[src/rtl/uart_pkg.sv]
// Shared UART definitions: frame state encoding and line levels.
// Used by uart_tx_serializer and the planned uart_rx.
package uart_pkg;

   typedef enum logic [2:0] {
      IDLE    = 3'd0,
      START   = 3'd1,
      DATA    = 3'd2,
      PARITY  = 3'd3,
      STOP    = 3'd4,
      CLEANUP = 3'd5
   } uart_state_t;

   localparam int   DATA_BITS   = 8;
   localparam logic LINE_IDLE   = 1'b1;
   localparam logic START_LEVEL = 1'b0;

endpackage

[src/rtl/uart_baud_tick.sv]
// Bit-period counter: counts 0..CLKS_PER_BIT-1 and flags the last cycle of each bit.
// Shared between the transmitter and the receiver.
module uart_baud_tick #(
   parameter int CLKS_PER_BIT = 217
) (
   input  logic clk_i,
   input  logic rst_n_i,
   input  logic clear_i,
   output logic tick_o
);

   localparam int CNT_W = (CLKS_PER_BIT > 1) ? $clog2(CLKS_PER_BIT) : 1;
   localparam logic [CNT_W-1:0] CNT_LAST = CNT_W'(CLKS_PER_BIT - 1);

   logic [CNT_W-1:0] cnt_q;
   logic [CNT_W-1:0] cnt_d;

   assign tick_o = (cnt_q == CNT_LAST);

   // Wrapping on the tick keeps every bit period aligned to its own entry edge.
   always_comb begin
      cnt_d = cnt_q + 1'b1;
      if (clear_i || tick_o) begin
         cnt_d = '0;
      end
   end

   always_ff @(posedge clk_i) begin
      if (!rst_n_i) begin
         cnt_q <= '0;
      end else begin
         cnt_q <= cnt_d;
      end
   end

endmodule

[src/rtl/uart_tx_serializer.sv]
// 8N1 UART transmitter, LSB first, idle-high line, registered outputs.
// Define UART_TX_PARITY_EN to insert an even-parity bit after the data bits.
module uart_tx_serializer
   import uart_pkg::*;
#(
   parameter int CLKS_PER_BIT = 217,
   parameter int STOP_BITS    = 1
) (
   input  logic       i_Clk,
   input  logic       i_Rst_n,
   input  logic       i_Tx_DV,
   input  logic [7:0] i_Tx_Byte,
   output logic       o_Tx_Active,
   output logic       o_Tx_Serial,
   output logic       o_Tx_Done
);

   localparam logic [2:0] BIT_LAST  = 3'(DATA_BITS - 1);
   localparam logic       STOP_LAST = 1'(STOP_BITS - 1);

   uart_state_t state_q, state_d;
   logic [7:0]  byte_q, byte_d;
   logic [2:0]  bit_idx_q, bit_idx_d;
   logic        stop_cnt_q, stop_cnt_d;
   logic        serial_q, serial_d;
   logic        active_q, active_d;
   logic        done_q, done_d;
   logic        baud_clear;
   logic        baud_tick;

   uart_baud_tick #(
      .CLKS_PER_BIT(CLKS_PER_BIT)
   ) u_baud_tick (
      .clk_i   (i_Clk),
      .rst_n_i (i_Rst_n),
      .clear_i (baud_clear),
      .tick_o  (baud_tick)
   );

   always_ff @(posedge i_Clk) begin
      if (!i_Rst_n) begin
         state_q    <= IDLE;
         byte_q     <= '0;
         bit_idx_q  <= '0;
         stop_cnt_q <= '0;
         serial_q   <= LINE_IDLE;
         active_q   <= 1'b0;
         done_q     <= 1'b0;
      end else begin
         state_q    <= state_d;
         byte_q     <= byte_d;
         bit_idx_q  <= bit_idx_d;
         stop_cnt_q <= stop_cnt_d;
         serial_q   <= serial_d;
         active_q   <= active_d;
         done_q     <= done_d;
      end
   end

   // Line level is computed one step ahead so each bit appears on its entry edge.
   always_comb begin
      state_d    = state_q;
      byte_d     = byte_q;
      bit_idx_d  = bit_idx_q;
      stop_cnt_d = stop_cnt_q;
      serial_d   = serial_q;
      active_d   = active_q;
      done_d     = 1'b0;
      baud_clear = 1'b0;

      case (state_q)
         IDLE: begin
            baud_clear = 1'b1;
            serial_d   = LINE_IDLE;
            active_d   = 1'b0;
            bit_idx_d  = '0;
            stop_cnt_d = '0;
            if (i_Tx_DV) begin
               byte_d   = i_Tx_Byte;
               state_d  = START;
               serial_d = START_LEVEL;
               active_d = 1'b1;
            end
         end

         START: begin
            if (baud_tick) begin
               state_d   = DATA;
               bit_idx_d = '0;
               serial_d  = byte_q[0];
            end
         end

         DATA: begin
            if (baud_tick) begin
               if (bit_idx_q == BIT_LAST) begin
`ifdef UART_TX_PARITY_EN
                  state_d  = PARITY;
                  serial_d = ^byte_q;
`else
                  state_d  = STOP;
                  serial_d = LINE_IDLE;
`endif
               end else begin
                  bit_idx_d = bit_idx_q + 3'd1;
                  serial_d  = byte_q[bit_idx_q + 3'd1];
               end
            end
         end

`ifdef UART_TX_PARITY_EN
         PARITY: begin
            if (baud_tick) begin
               state_d  = STOP;
               serial_d = LINE_IDLE;
            end
         end
`endif

         STOP: begin
            serial_d = LINE_IDLE;
            if (baud_tick) begin
               if (stop_cnt_q == STOP_LAST) begin
                  state_d    = CLEANUP;
                  stop_cnt_d = '0;
                  done_d     = 1'b1;
                  active_d   = 1'b0;
               end else begin
                  stop_cnt_d = stop_cnt_q + 1'b1;
               end
            end
         end

         CLEANUP: begin
            baud_clear = 1'b1;
            serial_d   = LINE_IDLE;
            active_d   = 1'b0;
            state_d    = IDLE;
         end

         default: begin
            baud_clear = 1'b1;
            serial_d   = LINE_IDLE;
            active_d   = 1'b0;
            state_d    = IDLE;
         end
      endcase
   end

   assign o_Tx_Active = active_q;
   assign o_Tx_Serial = serial_q;
   assign o_Tx_Done   = done_q;

endmodule

[config.mk]
export PLATFORM = sky130hd
export DESIGN_NAME = uart_tx_serializer
export DESIGN_NICKNAME = d
export VERILOG_FILES = /design/src/rtl/uart_pkg.sv /design/src/rtl/uart_baud_tick.sv /design/src/rtl/uart_tx_serializer.sv
export SDC_FILE = /design/constraint.sdc
export NUM_CORES = 1
export LEC_CHECK = 0
export CORE_MARGIN = 4
export CORE_UTILIZATION = 45
export CTS_BUF_LIST = sky130_fd_sc_hd__clkbuf_4
export DETAILED_ROUTE_END_ITERATION = 8
export GPL_ROUTABILITY_DRIVEN = 0
export PLACE_DENSITY = 0.76
export SYNTH_ARGS = -nofsm -noshare
export SYNTH_HDL_FRONTEND = slang
export SYNTH_HIERARCHICAL = 1
export SYNTH_SLANG_ARGS = --single-unit
export TNS_END_PERCENT = 50
[constraint.sdc]
create_clock -name i_Clk -period 2.4 [get_ports i_Clk]
set_input_delay 0.36 -clock i_Clk [delete_from_list [all_inputs] [get_ports i_Clk]]
set_output_delay 0.36 -clock i_Clk [all_outputs]
set_load 0.03 [all_outputs]
==> results of run 1 <==
==> logic make-up after synthesis <==
logic type                 Yosys count  share of synthesized area (%)
and+or+nand+nor                     64                           26.9
AOI/OAI and AO/OA                   35                           19.0
DFF                                 25                           39.3
buffers and inverters               13                           4.72
xor gates and xnor gates             4                           2.75
adders and majority gates            4                           3.93
muxes                                3                           3.34
==> path summary, 6_finish.rpt <==
kind / endpoint
hold / removal: byte_q[5]
setup reg to reg: bit_idx_q[0]
hold reg to reg: byte_q[5]
setup / recovery: bit_idx_q[0]
==> area by class of cell <==
class                      instances  area [µm²]
fill                             255        1290
multi-input combinational        110         712
sequential                        25         500
timing repair buffer              15         145
tap                               31        38.8
clock buffer                       3        22.5
inverter                           6        22.5
clock inverter                     1        5.00
==> metal layers <==
layer  share of wire, %  track usage (%)  vias up  wire (µm)
li1                   -                -      542          -
met1                 51             20.6      489       1210
met2                 45             23.3       18       1070
met3                3.2             2.73        4         77
met4                1.4             6.50        0         34
met5                  0                0        -          0
==> critical path: stages, from the launching register on <==
cell	delay, ns
dfxtp_1	0.37
inv_1	0.06
ha_1	0.13
nand4_1	0.18
nor2_1	0.36
nor3b_2	0.25
a21oi_2	0.08
or4b_1	0.46
a21boi_1	0.13
==> power by group <==
group / leakage, nW / switching [mW] / internal [mW] / total, mW
sequential: 0.204 / 0.0124 / 0.427 / 0.440
combinational: 0.280 / 0.0370 / 0.0410 / 0.0781
clock: 0.0177 / 0.123 / 0.0624 / 0.185
==> synth_stat cells, drive strengths merged, types with 2 or more instances <==
master / number
nand2: 23
or3: 6
clkbuf: 3
buf: 4
ha: 4
nor2: 9
a21boi: 11
xor2: 3
a21oi: 8
nor3b: 2
o21ai: 9
nor3: 6
mux2i: 2
nand3: 5
dfxtp: 25
a211oi: 3
nor2b: 2
inv: 6
nand2b: 6
nand4: 2
==> flip-flops by register name, indices dropped and copies added (netlist names) <==
register and flops:
o_Tx_Done 1, bit_idx_q 3, o_Tx_Active 1, byte_q 8, o_Tx_Serial 1, u_baud_tick/cnt_q 8, state_q 3
==> stage by stage <==
step	power, mW	setup slack (ns)
final	0.703	0.308
after global routing	0.739	0.110
after CTS	0.712	0.310
after detailed placement	0.527	0.358
after global placement	0.524	0.415
after floorplan	0.494	0.562
==> qor_table.md, run 1 <==
| Quantity | This run |
|---|---|
| Yosys Warn Count | 6 |
| F_max | 478 MHz |
| Leak Pwr | 0.501 nW |
| Cell count of the worst hold path | 2 |
| Cell count after placement | 187 |
| Async S/R FF share, synth | 0% |
| Leading cell types in the layout, fill and taps excluded | dfxtp_1 (25), nand2_1 (23), clkdlybuf4s50_1 (13) |
| Timing startpoint of the critical path | u_baud_tick/cnt_q[0] |
| Least-Margin Pin Slew | 0.564 ns |
| Time the final worst path needs with I/O delays and setup | 2.09 ns |
| Reg2reg start | u_baud_tick/cnt_q[0] |
| Die W | 61.2 µm |
| Routed WL | 2400 µm |
| Rows | 19 |
| Number of vias in the routed layout | 1053 |
| CTS tree | built |
| # clock sinks | 25 |
| Design Area, Final | 1450 µm² |
| RSZ-0062 raised after global routing | false |
| Post-synth EDFFs | 0 |
| Most common cell after layout, fill and taps aside | dfxtp_1 |
| Worst hold-check path type | register to register |
| Final Util | 52.9% |
| Average cell area after synthesis | 8.60 µm² |
| Max Root-Sink Buffers | 2 |
| Area of the core | 2730 µm² |
| Run status | finished clean |
| Type of element capturing the critical path | register |
| Library cell with the largest summed area after synthesis | dfxtp_1 |
| Post-synth top area share | 39.3% |
| Maximum number of pins on one net before global-route repair | 19 |
| Clock transition at the registers of the reported paths | 0.13 ns |
| Clock root buffer master | clkbuf_4 |
| Crit path launch type | register |
| Overall die height | 61.2 µm |
| Flops & latches, synth | 25 |
| Number of iterations in the first detailed-routing pass | 4 |
| Wire length of the first global-routing pass | 4310 µm |
| Residual DRC count | 0 |
| Ports placed on the boundary | 14 |
| Number of different library cells in the post-synthesis netlist | 36 |
| Final HPWL from detailed placement | 1800 µm |
| IO Port Bufs | 13 |
| Antenna violations before repair | 0 |
| Instance count of the mapped netlist | 148 |
| Power per standard cell area | 486 nW/µm² |
| Ranking of synthesized cells by area | dfxtp_1 (39%), nand2_1 (6.8%), a21boi_1 (6.5%) |
| Most instantiated flip-flop cell in the synthesis netlist | dfxtp_1 |
| Final hold slack | 0.467 ns |
| Total die area | 3740 µm² |
| Sequential area share after synthesis | 39.3% |
| Setup violation total in the final timing report | 0 |
| Worst slew margin relative to its limit | 62.4% |
| ANT cells | 0 |
| Fin crit share | 87.2% |
| Worst Hold Launch | byte_q[5] |
| Num CTS Buffers | 3 |
| Effective utilization at floorplan | 46.5% |
| Vias per inst | 5.51 |
| Cell area after placement | 1420 µm² |
| Post-cts gate resize count | 0 |
| Skew final | 0.00816 ns |
| Fraction of final layout cells sized beyond drive strength 1 | 10.6% |
| Number of antenna-violating nets in the routed design | 0 |
| Critical Setup Path Class | register to register |
| Post-synthesis instance area | 1270 µm² |
| R2R cell count | 8 |
| Via count of the first global-routing pass | 1011 |
| CP Max Fanout | 7 |
| Accumulated negative setup slack | 0 ns |
| Routed length per placed instance | 12.5 µm |
| Syn nets | 163 |
| Total Nets Final | 176 |
| H-tree level count | 1 |
| VDD IR max | 0.349 mV |
| Fin. Hold Viols | 0 |
| Clock latency of the later-clocked register in the worst-skew pair | 0.32 ns |
| Setup fix buffers added after clock tree synthesis | 0 |
| Post-cts hold buffer count | 0 |
| Setup slack of the most critical reg-to-reg path | 0.31 ns |
| Data arrival at the endpoint of the critical path | 2.35 ns |
| GRT overflow | 0 |
| Required time at the worst-slack endpoint | 2.66 ns |
| Gr usage total | 15.1% |
| Count of max-cap constraint violations | 0 |
| Number of violations reported at the end of detailed-routing iteration 0 | 31 |
| Number of non-filler instances in the completed layout | 191 |
| Final Max Tran Viols | 0 |
| Layout overhead on the synthesized area | 13.7% |
(Power assumes the default switching activity.)
==> inputs of run 2 (changes only) <==
--- a/config.mk
+++ b/config.mk
@@ -11,6 +11,7 @@
 export DETAILED_ROUTE_END_ITERATION = 8
 export GPL_ROUTABILITY_DRIVEN = 0
 export PLACE_DENSITY = 0.76
+export REMOVE_ABC_BUFFERS = 1
 export SYNTH_ARGS = -nofsm -noshare
 export SYNTH_HDL_FRONTEND = slang
 export SYNTH_HIERARCHICAL = 1
==> qor_table.md, run 2 (synthesis gave the netlist of run 1 again) <==
| Quantity | This run |
|---|---|
| IO Port Bufs | 13 |
| Series of cell instances along the critical path | or3b_4, nor2_1, nor3b_2, a21oi_2, or4b_1, a21boi_1 |
| Final hold slack | 0.460 ns |
| Final HPWL from detailed placement | 1860 µm |
| Num CTS Buffers | 3 |
| Least-Margin Pin Slew | 0.547 ns |
| Type of element capturing the critical path | register |
| Number of vias in the routed layout | 1048 |
| H-tree level count | 1 |
| R2R cell count | 6 |
| Number of antenna-violating nets in the routed design | 0 |
| GRT overflow | 0 |
| Post-cts gate resize count | 0 |
| Number of iterations in the first detailed-routing pass | 4 |
| Effective utilization at floorplan | 46.5% |
| CP Max Fanout | 6 |
| Overall die height | 61.2 µm |
| Setup fix buffers added after clock tree synthesis | 0 |
| Max Root-Sink Buffers | 2 |
| Family of cells with the greatest summed delay on the critical path | simple AND/OR/NAND/NOR gates |
| Total die area | 3740 µm² |
| # clock sinks | 25 |
| Crit path depth | 6 |
| Run status | finished clean |
| Via count of the first global-routing pass | 1008 |
| CP peak stage delay | 0.46 ns |
| Worst slew margin relative to its limit | 63.5% |
| Required time at the worst-slack endpoint | 2.66 ns |
| Worst hold-check path type | register to register |
| CTS tree | built |
| Clock transition at the registers of the reported paths | 0.13 ns |
| Number of violations reported at the end of detailed-routing iteration 0 | 80 |
| Standard cell with the maximum stage delay on the critical path | or4b_1 |
| RSZ-0062 raised after global routing | false |
| Leading registers by flop count | byte_q x8, u_baud_tick/cnt_q x8 |
| Routed length per placed instance | 12.7 µm |
| Count of buffering cells on the critical path with inverters included | 0 |
| Cell count of the worst hold path | 2 |
| Fraction of final layout cells sized beyond drive strength 1 | 10.6% |
| Rows | 19 |
| Data arrival at the endpoint of the critical path | 2.18 ns |
| ANT cells | 0 |
| Clock root buffer master | clkbuf_4 |
| Vias per inst | 5.49 |
| Die W | 61.2 µm |
| Final Max Tran Viols | 0 |
| Gr usage total | 15.8% |
| Total Nets Final | 176 |
| Maximum number of pins on one net before global-route repair | 19 |
| Wire length of the first global-routing pass | 4430 µm |
| Crit path launch type | register |
| Fin crit share | 79.8% |
| Post-cts hold buffer count | 0 |
| VDD IR max | 0.400 mV |
| Area of the core | 2730 µm² |
| Setup violation total in the final timing report | 0 |
| Routed WL | 2430 µm |
| Residual DRC count | 0 |
| Fin. Hold Viols | 0 |
| Layout overhead on the synthesized area | 13.9% |
| Accumulated negative setup slack | 0 ns |
| Count of max-cap constraint violations | 0 |
| Skew final | 0.00642 ns |
| Most common cell after layout, fill and taps aside | dfxtp_1 |
| Critical Setup Path Class | register to register |
| F_max | 522 MHz |
| Leak Pwr | 0.502 nW |
| Time the final worst path needs with I/O delays and setup | 1.92 ns |
| Antenna violations before repair | 0 |
| Leading cell types in the layout, fill and taps excluded | dfxtp_1 (25), nand2_1 (23), clkdlybuf4s50_1 (13) |
| Clock latency of the later-clocked register in the worst-skew pair | 0.32 ns |
| Ports placed on the boundary | 14 |
| Power per standard cell area | 493 nW/µm² |
==> run 2: cell types whose count changed in the layout (fill, tap and decap cells not counted), sizes merged <==
cell / change
clkbuf: +1
clkinv: -1
==> run 2: per-layer routing <==
metal	wire (µm)	up-vias	part of all wire, %	GRT usage [%]
li1	-	541	-	-
met1	1110	482	46	20.2
met2	1210	23	50	26.1
met3	99	2	4.1	5.03
met4	10	0	0.41	3.41
met5	0	-	0	0
==> run 2: through the flow <==
stage / total power, mW / cell area [µm²] / util, % / worst slack (ns) / std cells
5_1_grt: 0.755 / 1450 / 53.0 / 0.316 / 191
3_5_place_dp: 0.527 / 1420 / 51.9 / 0.528 / 187
6_report: 0.715 / 1450 / 53.0 / 0.485 / 191
4_1_cts: 0.725 / 1450 / 53.0 / 0.499 / 191
2_1_floorplan: 0.491 / 1230 / - / 0.411 / 141
3_3_place_gp: 0.524 / 1420 / 51.9 / 0.564 / 187
==> run 2: power breakdown <==
part	internal, mW	switching [mW]
registers	0.427	0.0120
clock network	0.0763	0.121
logic	0.0411	0.0367
total	0.545	0.170
==> run 2: final timing paths <==
kind,from,slack [ns],endpoint
max,u_baud_tick/cnt_q[5],0.48,bit_idx_q[0]
min,byte_q[2],0.46,byte_q[2]
max reg2reg,u_baud_tick/cnt_q[5],0.48,bit_idx_q[0]
min reg2reg,byte_q[2],0.46,byte_q[2]
==> run 2: cell type report <==
type | instances | area, µm²
fillers | 247 | 1280
inverters | 6 | 22.5
multi-input cells | 110 | 712
flip-flops and latches | 25 | 500
well taps | 31 | 38.8
repair buffers | 15 | 145
clock buffers | 4 | 30.0
==> run 2: tightest hold or removal path, stage by stage, from the launching register on <==
cell and delay [ns]:
dfxtp_1 0.33, nand2_1 0.05, a21boi_1 0.05
